`src/rtl/demuxl2_pkg.sv`:
```
// Shared constants and types for the MUXL2 receiver-side unstriper.
package demuxl2_pkg;

   localparam int DATA_W     = 8;
   localparam int IDLE_CNT_W = 4;

   typedef enum logic {
      IDLE   = 1'b0,
      ACTIVE = 1'b1
   } state_e;

   localparam logic SLOT_00 = 1'b0;
   localparam logic SLOT_11 = 1'b1;

endpackage

```
`src/rtl/demuxl2_unstripe.sv`:
```
// Rebuilds lanes 00/11 from the full-rate interleaved MUXL2 stream; slot 0 is
// the first valid word after alignment, and a watchdog drops alignment on idle.
module demuxl2_unstripe #(
   parameter int DATA_W     = demuxl2_pkg::DATA_W,
   parameter int IDLE_PAIRS = 4
) (
   input  logic              clk_4f,
   input  logic              reset,
   input  logic [DATA_W-1:0] data_000,
   input  logic              valid_000,
   output logic [DATA_W-1:0] data_00,
   output logic [DATA_W-1:0] data_11,
   output logic              valid_00,
   output logic              valid_11,
   output logic              pair_stb,
   output logic              aligned
);
   import demuxl2_pkg::*;

   localparam logic [IDLE_CNT_W-1:0] CNT_ONE = IDLE_CNT_W'(1);
   localparam logic [IDLE_CNT_W-1:0] CNT_MAX = IDLE_CNT_W'(IDLE_PAIRS - 1);

   state_e                  state_q, state_d;
   logic                    slot_q, slot_d;
   logic [DATA_W-1:0]       hold0_q, hold0_d;
   logic                    hold_v_q, hold_v_d;
   logic [IDLE_CNT_W-1:0]   idle_cnt_q, idle_cnt_d;
   logic [DATA_W-1:0]       data_00_q, data_00_d;
   logic [DATA_W-1:0]       data_11_q, data_11_d;
   logic                    valid_00_q, valid_00_d;
   logic                    valid_11_q, valid_11_d;
   logic                    pair_stb_q, pair_stb_d;
   logic                    aligned_q, aligned_d;

   always_comb begin
      state_d    = state_q;
      slot_d     = slot_q;
      hold0_d    = hold0_q;
      hold_v_d   = hold_v_q;
      idle_cnt_d = idle_cnt_q;
      data_00_d  = data_00_q;
      data_11_d  = data_11_q;
      valid_00_d = valid_00_q;
      valid_11_d = valid_11_q;
      pair_stb_d = 1'b0;

      case (state_q)
         IDLE: begin
            if (valid_000) begin
               hold0_d  = data_000;
               hold_v_d = 1'b1;
               state_d  = ACTIVE;
               slot_d   = SLOT_11;
            end
         end
         ACTIVE: begin
            if (slot_q == SLOT_00) begin
               if (valid_000) hold0_d = data_000;
               hold_v_d = valid_000;
               slot_d   = SLOT_11;
            end else begin
               valid_00_d = hold_v_q;
               valid_11_d = valid_000;
               if (hold_v_q)  data_00_d = hold0_q;
               if (valid_000) data_11_d = data_000;
               pair_stb_d = 1'b1;
               slot_d     = SLOT_00;
               // Only a pair with no valid word at all feeds the watchdog.
               if (!hold_v_q && !valid_000) begin
                  if (idle_cnt_q == CNT_MAX) begin
                     state_d    = IDLE;
                     idle_cnt_d = '0;
                  end else begin
                     idle_cnt_d = idle_cnt_q + CNT_ONE;
                  end
               end else begin
                  idle_cnt_d = '0;
               end
            end
         end
         default: state_d = IDLE;
      endcase

      aligned_d = (state_d == ACTIVE);
   end

   always_ff @(posedge clk_4f) begin
      if (reset) begin
         state_q    <= IDLE;
         slot_q     <= SLOT_00;
         hold0_q    <= '0;
         hold_v_q   <= 1'b0;
         idle_cnt_q <= '0;
         data_00_q  <= '0;
         data_11_q  <= '0;
         valid_00_q <= 1'b0;
         valid_11_q <= 1'b0;
         pair_stb_q <= 1'b0;
         aligned_q  <= 1'b0;
      end else begin
         state_q    <= state_d;
         slot_q     <= slot_d;
         hold0_q    <= hold0_d;
         hold_v_q   <= hold_v_d;
         idle_cnt_q <= idle_cnt_d;
         data_00_q  <= data_00_d;
         data_11_q  <= data_11_d;
         valid_00_q <= valid_00_d;
         valid_11_q <= valid_11_d;
         pair_stb_q <= pair_stb_d;
         aligned_q  <= aligned_d;
      end
   end

   assign data_00  = data_00_q;
   assign data_11  = data_11_q;
   assign valid_00 = valid_00_q;
   assign valid_11 = valid_11_q;
   assign pair_stb = pair_stb_q;
   assign aligned  = aligned_q;

endmodule

```
`config.mk`:
```
export PLATFORM = sky130hd
export DESIGN_NAME = demuxl2_unstripe
export DESIGN_NICKNAME = d
export VERILOG_FILES = /design/src/rtl/demuxl2_pkg.sv /design/src/rtl/demuxl2_unstripe.sv
export SDC_FILE = /design/constraint.sdc
export NUM_CORES = 1
export LEC_CHECK = 0
export ABC_AREA = 1
export CAP_MARGIN = 30
export CELL_PAD_IN_SITES_DETAIL_PLACEMENT = 0
export CELL_PAD_IN_SITES_GLOBAL_PLACEMENT = 1
export CORE_MARGIN = 2
export CORE_UTILIZATION = 34
export DETAILED_ROUTE_END_ITERATION = 8
export MAX_ROUTING_LAYER = met4
export PLACE_DENSITY = 0.76
export SLEW_MARGIN = 20
export SYNTH_ARGS = -nofsm -noshare
export SYNTH_HDL_FRONTEND = slang
export SYNTH_SLANG_ARGS = --single-unit
```
`constraint.sdc`:
```
create_clock -name clk_4f -period 1.13 [get_ports clk_4f]
set_input_delay 0.339 -clock clk_4f [delete_from_list [all_inputs] [get_ports clk_4f]]
set_output_delay 0.339 -clock clk_4f [all_outputs]
set_load 0.02 [all_outputs]
```
==> results of run 1 <==
==> cell families (layout without fill, tap and decap cells) <==
group	after synthesis	after routing	share of synthesized area, %
simple gates	83	84	28.1
flops	34	34	53.9
compound gates	31	31	12.3
buf+inv	13	61	4.75
fa+ha+maj	1	1	0.990
==> cell type report <==
cell class	instances	share of cell area, %
sequential	34	38.3
tap	48	3.27
inverter	10	2.25
multi-input combinational	116	30.6
clock buffer	8	5.99
timing repair buffer	43	19.6
==> per-layer routing <==
layer / global-route usage (%) / vias up / share of wire [%]
met2: 23.2 / 29 / 47
met5: - / - / 0
li1: - / 623 / -
met3: 5.56 / 6 / 5.2
met4: 8.24 / 0 / 1.6
met1: 17.5 / 527 / 47
==> state kept, by name (all words and copies together), names as in the netlist <==
signal      flops
hold_v_q        1
hold0_q         8
data_11         8
idle_cnt_q      4
data_00         8
aligned         1
slot_q          1
valid_00        1
pair_stb        1
valid_11        1
==> per-stage QoR <==
stage	worst slack (ns)	std cells	util [%]	setup TNS (ns)	hold slack [ns]
3_3_place_gp	-0.358	248	47.1	-11.51	0.468
4_1_cts	0.00118	256	47.8	0	0.488
6_report	0.0348	259	50.9	0	0.472
2_1_floorplan	0.107	162	-	0	0.408
3_5_place_dp	-0.410	248	47.1	-12.27	0.472
5_1_grt	-0.0378	259	50.9	-0.0530	0.518
==> cells in the final DEF (no fill, tap or decap), types with 2 or more instances in the layout <==
| cell | n |
|---|---|
| o21ai_1 | 2 |
| dfxtp_2 | 18 |
| a21oi_1 | 4 |
| dfxtp_1 | 16 |
| nand2_8 | 2 |
| inv_2 | 5 |
| nand2_1 | 13 |
| o21ai_0 | 25 |
| nor3_1 | 3 |
| inv_1 | 4 |
| buf_4 | 30 |
| nor2_1 | 52 |
| nor2_2 | 3 |
| clkdlybuf4s50_1 | 9 |
| nand3_1 | 6 |
| clkbuf_8 | 8 |
| nor2_4 | 2 |
==> power by group through the flow <==
| stage | clock (mW) | combinational (mW) | sequential (mW) |
|---|---|---|---|
| floorplan | 0 | 0.113 | 1.34 |
| global placement | 0 | 0.288 | 1.31 |
| detailed placement | 0 | 0.292 | 1.31 |
| CTS | 1.08 | 0.274 | 1.28 |
| global route | 1.15 | 0.335 | 1.30 |
| finish | 1.04 | 0.305 | 1.29 |
==> repair_timing <==
action,in CTS,in global routing
pin swaps,0,4
setup buffers,0,2
gates resized for setup,87,41
gates cloned,0,1
endpoints found under the setup margin,37,42
==> how the worst max path moves through the flow <==
| stage | cells past startpoint | slack [ns] | end | start |
|---|---|---|---|---|
| 4_1_cts | 1 | 0.001 | data_00[1] | data_00[1]$_SDFFE_PP0P_ |
| 3_3_place_gp | 6 | -0.36 | hold0_q[0]$_SDFFE_PP0P_ | valid_000 |
| 2_1_floorplan | 5 | 0.11 | data_00[0]$_SDFFE_PP0P_ | aligned$_SDFF_PP0_ |
| 6_report | 1 | 0.03 | data_00[0] | data_00[0]$_SDFFE_PP0P_ |
| 3_5_place_dp | 6 | -0.41 | hold0_q[4]$_SDFFE_PP0P_ | valid_000 |
| 5_1_grt | 6 | -0.04 | hold0_q[3]$_SDFFE_PP0P_ | aligned$_SDFF_PP0_ |
==> results.sh, run 1 <==
export IMPL_holdPathStages=2
export IMPL_critical_path_max_fanout=2
export IMPL_cts_hold_buf=0
export IMPL_clockBufferDepth=2
export IMPL_hold_class="reg -> reg"
export IMPL_port_buffers=30
export IMPL_via_count=1185
export IMPL_required_ns=0.79
export IMPL_synth_seq_area_share_pct=53.9
export IMPL_switching_share_pct=23.7
export IMPL_routabilityCongestion=0.785
export IMPL_grt_pass1_wl_um=4770
export IMPL_fp_dieH_um=65.0
export IMPL_path_cells="buf_4"
export IMPL_clock_latency_ns=0.28
export IMPL_seqCellArea_sq_um=703
export IMPL_crit_type="reg -> out"
export IMPL_cts_tree="built"
export IMPL_multiInputGateArea_sq_um=562
export IMPL_fin_nets=222
export IMPL_synth_cell_types=16
export IMPL_worst_clock_skew_ns=0.00424
export IMPL_synth_area_sq_mm=0.00126
export IMPL_p_switching_mw=0.627
export IMPL_r2r_end="hold0_q[3]$_SDFFE_PP0P_"
export IMPL_die_area_sq_mm=0.00422
export IMPL_pin_count=31
export IMPL_power_density_mw_per_mm2=1440
export IMPL_synth_edff_count=0
export IMPL_ir_drop_uv=728
export IMPL_grt_max_degree=19
export IMPL_clockPowerShare_pct=39.4
export IMPL_area_growth_pct=45.3
export IMPL_r2r_slack_ns=0.06
export IMPL_coreArea_sq_mm=0.00361
export IMPL_slowest_delay_ns=0.32
export IMPL_overflow=0
export IMPL_yosysMostFrequentCell="nor2_1"
export IMPL_yosysTopAreaCellShare_pct=53.9
export IMPL_hold_violations=0
export IMPL_finalCritPeriodShare_pct=96.9
export IMPL_grt_pass1_vias=1116
export IMPL_dr_pass1_iters=4
export IMPL_dpl_instance_area_sq_mm=0.00170
export IMPL_r2r_start="aligned$_SDFF_PP0_"
export IMPL_clock_fmax_mhz=913
export IMPL_synthTopCellsByCount="nor2_1 (55), dfxtp_1 (34), o21ai_0 (27)"
export IMPL_async_reset_ff_share_pct=0
export IMPL_avgSynthCellArea_sq_um=7.80
export IMPL_wl_um=2930
export IMPL_synth_seq_cells=34
export IMPL_relSlewSlack_pct=84.5
export IMPL_slew_viol_final=0
export IMPL_critPathArrivalTime_ns=0.76
export IMPL_cts_sinks=34
export IMPL_r2r_worst_path_cells=6
export IMPL_min_from="valid_11$_SDFFE_PP0P_"
export IMPL_antenna_found_initial=0
export IMPL_cell_internal_pwr_mw=2.01
export IMPL_drive_gt1_share_pct=35.1
export IMPL_outcome="finished, final reports clean"
export IMPL_worstSetupEndpointType="primary output"
export IMPL_avgRoutedWirePerCell_um=11.3
export IMPL_drtIter0Drc=27
export IMPL_finalCriticalPeriod_ns=1.10
export IMPL_drcViolationCount=0
export IMPL_pwr_share_seq_pct=49.0
export IMPL_cp_slowest_cell="dfxtp_2"
export IMPL_synth_net_count=174
export IMPL_yosys_warnings=0
export IMPL_cp_num_buf_inv=1
export IMPL_synthCells=162
export IMPL_hpwl_um=2070
export IMPL_finalPower_mw=2.64
export IMPL_grt_usage_pct=15.3
export IMPL_pwr_share_comb_pct=11.6
export IMPL_numCtsBuffers=5
export IMPL_cp_start_kind="flip-flop"
export IMPL_p_leak_nw=0.835
export IMPL_synth_largest_area_cell="dfxtp_1"
export IMPL_antenna_left=0
export IMPL_fin_area_sq_mm=0.00184
export IMPL_clk_pin_slew_worst_paths_ns=0.07
export IMPL_cp_top_family="flip-flops"
export IMPL_nFillCells=373
export IMPL_yosys_most_used_dff="dfxtp_1"
export IMPL_die_w_um=65.0
export IMPL_start_util_pct=35.0
export IMPL_maxCapViolCount=0
export IMPL_vias_per_cell=4.58
export IMPL_holdPathEnd="valid_11$_SDFFE_PP0P_"
export IMPL_setup_viol=0
export IMPL_n_antenna_cell=0
export IMPL_rsz0062_at_grt="true"
export IMPL_h_tree_depth=2
export IMPL_root_buffer="clkbuf_8"
export IMPL_tightest_slew_ns=0.232
export IMPL_ys_top_cells_by_area="dfxtp_1 (54%), nor2_1 (16%), o21ai_0 (11%), nand2_1 (4.2%), nand3_1 (2.4%)"
export IMPL_placementRows=22
Note: power is estimated with default switching activity, not from simulation.
==> run 2, diff against run 1 <==
Settings changed: CELL_PAD_IN_SITES_DETAIL_PLACEMENT 0 to unset, CELL_PAD_IN_SITES_GLOBAL_PLACEMENT 1 to unset, CORE_UTILIZATION 34 to 47, TNS_END_PERCENT set to 50.
==> run 2 against run 1 <==
Effect of this change: the run now ends with negative setup slack left; non-clock buffer count up 6; count of clock-buffer cells in the layout decreased by 1; sequential power about the same; sequential share of layout area down 1.1 points; hold slack improved by 0.019 ns; worst setup slack got worse by 0.086 ns; utilization is 25 points higher; first-iteration DRC count increased by 19%; final area rose by 4.1%; power down 11%; critical path depth stayed put; fmax decreased by 7.3%; critical endpoint is now aligned; largest cell class unchanged.
==> results.sh, run 2 (synthesis results as in run 1) <==
export IMPL_fin_nets=227
export IMPL_pin_count=31
export IMPL_h_tree_depth=2
export IMPL_cts_hold_buf=0
export IMPL_routabilityCongestion=0.718
export IMPL_grt_pass1_vias=1055
export IMPL_hold_class="reg -> reg"
export IMPL_die_w_um=55.9
export IMPL_coreArea_sq_mm=0.00252
export IMPL_area_growth_pct=51.3
export IMPL_drive_gt1_share_pct=38.4
export IMPL_holdWs_ns=0.491
export IMPL_setup_ws_ns=-0.0509
export IMPL_finalCritPeriodShare_pct=105
export IMPL_antenna_left=0
export IMPL_placementRows=18
export IMPL_wl_um=2980
export IMPL_root_buffer="clkbuf_4"
export IMPL_grt_usage_pct=19.5
export IMPL_worst_clock_skew_ns=0.00472
export IMPL_vias_per_cell=4.91
export IMPL_critPathArrivalTime_ns=0.84
export IMPL_ir_drop_uv=1140
export IMPL_n_antenna_cell=0
export IMPL_antenna_found_initial=0
export IMPL_cp_top_family="flip-flops"
export IMPL_die_area_sq_mm=0.00312
export IMPL_clock_fmax_mhz=847
export IMPL_seqCellArea_sq_um=711
export IMPL_cp_slowest_cell="dfxtp_4"
export IMPL_slowest_delay_ns=0.37
export IMPL_cp_num_buf_inv=1
export IMPL_setup_viol=20
export IMPL_final_cell_mix="nor2_1 (50), dfxtp_2 (21), buf_6 (21)"
export IMPL_worstSetupEndpointType="primary output"
export IMPL_relSlewSlack_pct=83.0
export IMPL_drtIter0Drc=32
export IMPL_numCtsBuffers=5
export IMPL_finalCriticalPeriod_ns=1.18
export IMPL_setup_tns_ns=-0.224
export IMPL_clockBufferDepth=2
export IMPL_slew_viol_final=0
export IMPL_nFillCells=185
export IMPL_path_cells="buf_6"
export IMPL_overflow=0
export IMPL_crit_type="reg -> out"
export IMPL_hpwl_um=2000
export IMPL_port_buffers=30
export IMPL_dr_pass1_iters=4
export IMPL_start_util_pct=50.1
export IMPL_cp_start_kind="flip-flop"
export IMPL_critical_path_max_fanout=2
export IMPL_dpl_instance_area_sq_mm=0.00166
export IMPL_fp_dieH_um=55.9
export IMPL_grt_max_degree=21
export IMPL_power_density_mw_per_mm2=1230
export IMPL_required_ns=0.79
export IMPL_grt_pass1_wl_um=4630
export IMPL_outcome="complete, but fails checks"
export IMPL_tightest_slew_ns=0.254
export IMPL_hold_violations=0
export IMPL_mostFrequentLayoutCell="nor2_1"
export IMPL_via_count=1207
export IMPL_p_leak_nw=0.866
export IMPL_multiInputGateArea_sq_um=557
export IMPL_finalPower_mw=2.35
export IMPL_violations="negative setup slack"
export IMPL_drcViolationCount=0
export IMPL_cts_tree="built"
export IMPL_clk_pin_slew_worst_paths_ns=0.10
export IMPL_rsz0062_at_grt="true"
export IMPL_fin_area_sq_mm=0.00191
export IMPL_maxCapViolCount=0
export IMPL_avgRoutedWirePerCell_um=12.1
export IMPL_clock_latency_ns=0.34
export IMPL_cts_sinks=34
[run 2: cell types whose count changed in the layout (fill, tap and decap cells not counted), moves of 2 or more]
cell,before,now
buf_6,1,21
buf_4,30,14
clkbuf_8,8,1
o21ai_0,25,19
clkbuf_4,0,5
o21ai_1,2,7
dfxtp_1,16,12
dfxtp_2,18,21
buf_12,1,3
nor2_1,52,50
nor2_2,3,5
[run 2: per-stage QoR]
| step | util [%] | setup slack [ns] | cells |
|---|---|---|---|
| after floorplan | - | 0.107 | 162 |
| final | 75.8 | -0.0509 | 246 |
| after global placement | 65.8 | -0.352 | 228 |
| after global routing | 75.8 | -0.0865 | 246 |
| after detailed placement | 65.8 | -0.424 | 228 |
| after CTS | 71.8 | -0.0585 | 238 |
[run 2: timing repair]
item,CTS,global route
pin swaps,0,5
setup endpoints to repair,29,44
setup buffers,2,8
gates resized for setup,144,17
hold endpoints to repair,0,0
[run 2: cell type report]
cell class | instances | area share, %
Sequential cell | 34 | 37.2
Clock buffer | 7 | 2.88
Multi-Input combinational cell | 115 | 29.1
Tap cell | 30 | 1.96
Clock inverter | 1 | 0.262
Timing Repair Buffer | 49 | 26.4
Inverter | 10 | 2.16
[run 2: worst paths after layout]
path                      startpoint                       to  slack (ns)  cells past startpoint
max               aligned$_SDFF_PP0_                  aligned       -0.05                      1
min          hold0_q[6]$_SDFFE_PP0P_  hold0_q[6]$_SDFFE_PP0P_        0.49                      2
max reg2reg       aligned$_SDFF_PP0_  hold0_q[2]$_SDFFE_PP0P_       -0.01                      6
min reg2reg  hold0_q[6]$_SDFFE_PP0P_  hold0_q[6]$_SDFFE_PP0P_        0.49                      2
[run 2: power breakdown]
group	leakage [nW]	internal, mW	switching (mW)
registers	0.288	1.26	0.0458
logic	0.542	0.177	0.170
clock network	0.0353	0.301	0.398
[run 2: layer usage]
| metal | share of wire, % | global-route usage (%) | up-vias | wire length, um |
|---|---|---|---|---|
| met5 | 0 | - | - | 0 |
| met4 | 1.2 | 6.12 | 0 | 37 |
| li1 | - | - | 631 | - |
| met1 | 44 | 22.6 | 532 | 1310 |
| met3 | 6.1 | 7.21 | 5 | 181 |
| met2 | 49 | 31.5 | 39 | 1450 |
==> run 3, diff against run 2 <==
Settings changed: CTS_CLUSTER_DIAMETER set to 50.
==> results of run 3 <==
No change in the layout: final DEF, timing and power equal those of run 2.
